===== src/rtl/psum_drain.sv =====
// Drains psum rows from the output FIFO into SRAM, either overwriting the
// target rows or accumulating onto them (per-column wrap-around add).
module psum_drain #(
  parameter int col     = 8,
  parameter int psum_bw = 16,
  parameter int addr_bw = 11,
  parameter int len_bw  = 11,
  parameter int rd_lat  = 1
) (
  input  logic                     clk,
  input  logic                     reset,
  input  logic                     start,
  input  logic                     acc,
  input  logic [addr_bw-1:0]       base_addr,
  input  logic [len_bw-1:0]        len,
  input  logic                     ofifo_valid,
  output logic                     ofifo_rd,
  input  logic [psum_bw*col-1:0]   ofifo_out,
  output logic                     sram_cen,
  output logic                     sram_wen,
  output logic [addr_bw-1:0]       sram_addr,
  output logic [psum_bw*col-1:0]   sram_d,
  input  logic [psum_bw*col-1:0]   sram_q,
  output logic                     busy,
  output logic                     done
);

  localparam int dw      = psum_bw * col;
  localparam int wait_bw = $clog2(rd_lat + 1);

  typedef enum logic [2:0] {
    s_idle, s_issue, s_wait, s_load, s_add, s_write, s_done
  } state_t;

  state_t               state, state_next;
  logic                 acc_q;
  logic [addr_bw-1:0]   base_q;
  logic [len_bw-1:0]    len_q;
  logic [len_bw-1:0]    row_cnt;
  logic [len_bw-1:0]    row_inc;
  logic [wait_bw-1:0]   wait_cnt;
  logic [dw-1:0]        row_q;
  logic [dw-1:0]        sum_q;
  logic [dw-1:0]        sum_next;
  logic [addr_bw-1:0]   row_addr;

  assign row_addr = base_q + addr_bw'(row_cnt);
  assign row_inc  = row_cnt + len_bw'(1);

  always_comb begin
    sum_next = '0;
    for (int i = 0; i < col; i++)
      sum_next[i*psum_bw +: psum_bw] = sram_q[i*psum_bw +: psum_bw] + row_q[i*psum_bw +: psum_bw];
  end

  always_ff @(posedge clk) begin
    if (!reset) state <= s_idle;
    else        state <= state_next;
  end

  // ofifo handshake: a row is popped only in a cycle where ofifo_valid=1 and
  // ofifo_rd=1; the popped row appears on ofifo_out rd_lat cycles later.
  always_comb begin
    state_next = state;
    ofifo_rd   = 1'b0;
    sram_cen   = 1'b1;
    sram_wen   = 1'b1;
    sram_addr  = '0;
    sram_d     = '0;
    busy       = (state != s_idle);
    done       = 1'b0;
    case (state)
      s_idle: begin
        if (start) state_next = (len != '0) ? s_issue : s_done;
      end
      s_issue: begin
        if (ofifo_valid) begin
          ofifo_rd   = 1'b1;
          state_next = s_wait;
        end
      end
      s_wait: begin
        if (wait_cnt == wait_bw'(1)) state_next = acc_q ? s_load : s_write;
      end
      s_load: begin
        sram_cen   = 1'b0;
        sram_addr  = row_addr;
        state_next = s_add;
      end
      s_add: state_next = s_write;
      s_write: begin
        sram_cen   = 1'b0;
        sram_wen   = 1'b0;
        sram_addr  = row_addr;
        sram_d     = acc_q ? sum_q : row_q;
        state_next = (row_inc == len_q) ? s_done : s_issue;
      end
      s_done: begin
        done       = 1'b1;
        state_next = s_idle;
      end
      default: state_next = s_idle;
    endcase
  end

  always_ff @(posedge clk) begin
    if (!reset) begin
      acc_q    <= 1'b0;
      base_q   <= '0;
      len_q    <= '0;
      row_cnt  <= '0;
      wait_cnt <= '0;
      row_q    <= '0;
      sum_q    <= '0;
    end else begin
      case (state)
        s_idle: begin
          if (start && len != '0) begin
            acc_q   <= acc;
            base_q  <= base_addr;
            len_q   <= len;
            row_cnt <= '0;
          end
        end
        s_issue: if (ofifo_valid) wait_cnt <= wait_bw'(rd_lat);
        s_wait: begin
          wait_cnt <= wait_cnt - wait_bw'(1);
          if (wait_cnt == wait_bw'(1)) row_q <= ofifo_out;
        end
        s_add:   sum_q   <= sum_next;
        s_write: row_cnt <= row_inc;
        default: ;
      endcase
    end
  end

endmodule


===== config.mk =====
export PLATFORM = sky130hd
export DESIGN_NAME = psum_drain
export DESIGN_NICKNAME = d
export VERILOG_FILES = /design/src/rtl/psum_drain.sv
export SDC_FILE = /design/constraint.sdc
export NUM_CORES = 1
export LEC_CHECK = 0
export BUFFER_PORTS_ARGS = -buffer_cell sky130_fd_sc_hd__buf_4
export CORE_MARGIN = 3
export CORE_UTILIZATION = 55
export DETAILED_ROUTE_END_ITERATION = 10
export GPL_ROUTABILITY_DRIVEN = 0
export PLACE_DENSITY = 0.91
export SLEW_MARGIN = 20
export SYNTH_ARGS = -nofsm -noshare
export SYNTH_HDL_FRONTEND = slang
export SYNTH_SLANG_ARGS = --single-unit

===== constraint.sdc =====
create_clock -name clk -period 3.1 [get_ports clk]
set_input_delay 0.62 -clock clk [delete_from_list [all_inputs] [get_ports clk]]
set_output_delay 0.62 -clock clk [all_outputs]
set_load 0.03 [all_outputs]

==> impl_metrics.yaml <==
global_route:
  grt_max_degree: 106
  grt_pass1_wl_mm: 97.3
  first_global_vias: 19400
  grt_antenna_before_repair: 2
  grt.overflow.total: 0
  grt_usage_pct: 33.1
status:
  status: "finished with violations"
  failed_checks: "negative setup slack"
clocking:
  cts.sinks: 294
  clk_pin_slew_ns: 0.06
  htree_levels: 2
  hold_buffers: 0
  cts_buffers: 34
  clock_latency_ns: 0.52
  root_buffer: "clkbuf_16"
  cts_tree: "yes"
  clock_path_buffers: 3
timing:
  period_minus_slack_ns: 3.38
  fin_setup_tns_ns: -0.648
  setup_viol: 5
  period_share_pct: 109
  skew_ns: 0.0195
  fmax_mhz: 296
  rsz0062_at_grt: "true"
  slew_violations: 0
  slew_headroom_pct: 37.0
  tightest_slew_ns: 0.945
  setup_ws_ns: -0.284
  finalHoldViolCount: 0
power_and_ir_drop:
  p_comb_share_pct: 18.2
  p_seq_share_pct: 41.0
  p_leak_nw: 9.47
  vdd_drop_max_mv: 0.368
  p_int_mw: 7.18
  powerDensity_nw_per_um2: 434
  finalPower_mw: 10.0
  pwr-share-clk_pct: 40.8
  switching_share_pct: 28.4
  p_switching_mw: 2.85
floorplanning:
  ioPinCount: 427
  initial_core_util_pct: 56.5
  die_y_um: 187
  rows: 65
  die_width_um: 187
  dieArea_um2: 35000
  core_um2: 32000
layout:
  fin_util_pct: 72.2
  fin_area_um2: 23100
  syn_to_final_growth_pct: 27.9
  layout.nets: 3186
  fillCellCount: 2249
  drive_above_1_share_pct: 20.9
worst_setup_path:
  critPathBufInv: 1
  crit_start: "base_q[1]"
  cpMaxStageDelayCell: "dfxtp_4"
  r2r_start: "row_q[80]"
  crit_chain: "ha_4 > a21o_1 > a21oi_2 > o21ai_2 > a2111oi_4 > nor3_2 > a31oi_1 > xor2_1 > nor2_1 > buf_4"
  crit_family: "compound AO/OA/AOI/OAI gates"
  worstPathMaxFanout: 3
  path_class: "reg2out"
  end_kind: "output pin"
  max_stage_delay_ns: 0.36
  cp-start-kind: "flip-flop"
  worstPathRequired_ns: 2.48
  worstPathArrival_ns: 2.76
drt:
  drt-total-wl_mm: 62.1
  drc: 0
  viasPerCell: 6.11
  vias: 19700
  drt_iter0_drc: 1959
  wl_per_cell_um: 19.3
  ant_nets: 0
  first_pass_iters: 6
synthesis:
  ys_types: 73
  synth_flop_cell: "dfxtp_1"
  synth_nets: 2801
  synth_edf_count: 0
  netlist_instances: 2378
  netlist.area_leader.share_pct: 32.6
  ys_top_cells_by_area: "dfxtp_1 (33%), nand2_1 (11%), ha_1 (9.1%)"
  synthArstFlopShare_pct: 0
  synth_area_um2: 18000
  avgSynthCellArea_um2: 7.59
  ys_ff_latch: 294
  synth_top_cell_by_area: "dfxtp_1"
  ys_seq_area_share_pct: 32.6
  yosys_warnings: 0
placement:
  dp_hpwl_mm: 43.2
  pre_cts_ws_ns: 0.00388
  postPlaceCellArea_um2: 21700
  io_buffers: 426
hold_path:
  worstHoldStart: "acc"
  hp-class: "in2reg"
run:
  max_cap_viol_count: 0
flip-flops by register name, summed over array words and instances, names as in the netlist:
| register | cells |
|---|---|
| acc_q | 1 |
| base_q | 11 |
| len_q | 11 |
| row_cnt | 11 |
| row_q | 128 |
| state | 3 |
| sum_q | 128 |
| wait_cnt | 1 |
per-layer routing:
| metal | track usage, % | share of wire [%] | vias to the layer above |
|---|---|---|---|
| met4 | 20.1 | 6.7 | 2 |
| li1 | - | - | 8962 |
| met3 | 6.00 | 8.9 | 336 |
| met2 | 56.7 | 47 | 1246 |
| met5 | 0 | 0.032 | - |
| met1 | 38.5 | 37 | 9113 |
tightest hold or removal path, cell delays in order:
cell     delay (ns)
buf_4          0.11
nand2_1        0.05
a21oi_1        0.05
through the flow:
stage	hold WS (ns)	std cells
floorplan	0.425	2378
global placement	0.434	3150
detailed placement	0.439	3150
CTS	0.333	3216
global route	0.335	3220
finish	0.342	3220
power groups by stage:
| stage | clock network [mW] | registers [mW] | logic, mW |
|---|---|---|---|
| 3_3_place_gp | 0 | 4.16 | 1.69 |
| 5_1_grt | 4.28 | 4.12 | 1.96 |
| 6_report | 4.09 | 4.11 | 1.83 |
| 3_5_place_dp | 0 | 4.18 | 1.75 |
| 2_1_floorplan | 0 | 4.10 | 1.12 |
| 4_1_cts | 4.11 | 4.10 | 1.78 |
Yosys cell counts, drive strengths merged, types with 3 or more instances:
| cell type | number |
|---|---|
| and2 | 6 |
| ha | 131 |
| nand2 | 511 |
| fa | 9 |
| nor3 | 40 |
| inv | 58 |
| o311ai | 3 |
| and4 | 3 |
| a31oi | 14 |
| a21oi | 319 |
| a2111oi | 3 |
| clkbuf | 116 |
| nor3b | 7 |
| xnor2 | 54 |
| or2 | 8 |
| a21o | 35 |
| o41ai | 5 |
| o31a | 4 |
| or3 | 23 |
| and3 | 13 |
| o31ai | 6 |
| nand3 | 33 |
| o21bai | 7 |
| xor2 | 54 |
| or4 | 4 |
| o22ai | 11 |
| nand2b | 20 |
| nand4 | 7 |
| mux2i | 135 |
| nor2 | 223 |
| dfxtp | 294 |
| nor4 | 3 |
| a211oi | 24 |
| o21ai | 111 |
| o21a | 14 |
| o211ai | 11 |
| nor2b | 18 |
| buf | 9 |
| a21boi | 7 |
| a221o | 3 |
cell usage in the layout, fill, tap and decap left out, drive strengths merged, types with 8 or more instances in the layout:
cell | Yosys | routed
a31oi | 14 | 14
buf | 9 | 475
or2 | 8 | 8
nor3 | 40 | 40
and3 | 13 | 13
clkinv | 1 | 8
xor2 | 54 | 54
nand3 | 33 | 33
ha | 131 | 131
mux2i | 135 | 135
nand2b | 20 | 20
a21o | 35 | 35
dfxtp | 294 | 294
a211oi | 24 | 24
clkbuf | 116 | 45
nor2 | 223 | 223
nor2b | 18 | 18
fa | 9 | 9
or3 | 23 | 23
xnor2 | 54 | 54
o21a | 14 | 14
o22ai | 11 | 11
o21ai | 111 | 111
nand2 | 511 | 511
inv | 58 | 59
a21oi | 319 | 319
o211ai | 11 | 11
kinds of logic (layout without fill, tap and decap cells):
group	count (synthesis)	count (layout)	share of synthesized area (%)
simple gates	925	925	21.7
compound gates	589	589	18.8
flops	294	294	32.6
buf+inv	185	591	3.96
fa+ha+maj	140	140	10.1
mux	137	137	7.61
xor+xnor	108	108	5.24
other cells	0	1	0
final cells by class:
type,count,area (um2),share of cell area (%)
inverters,59,234,1.01
repair buffers,475,3690,16.0
diodes,1,2.50,0.0108
clock buffers,45,1010,4.36
flip-flops and latches,294,5900,25.6
multi-input cells,1899,11600,50.2
well taps,435,544,2.36
clock inverters,12,115,0.499
path summary, 6_finish.rpt:
kind / slack (ns) / cells after the start / to
min: 0.34 / 3 / acc_q
min reg2reg: 0.45 / 2 / sum_q[28]
max: -0.28 / 10 / sram_addr[9]
max reg2reg: 0.40 / 11 / sum_q[94]
timing repair:
item                                    4_1_cts  5_1_grt
buffers inserted                              9        3
endpoints found under the setup margin       10       30
pin swaps                                    14        4
gates resized for setup                      20       15
Note: power is estimated with default switching activity, not from simulation.
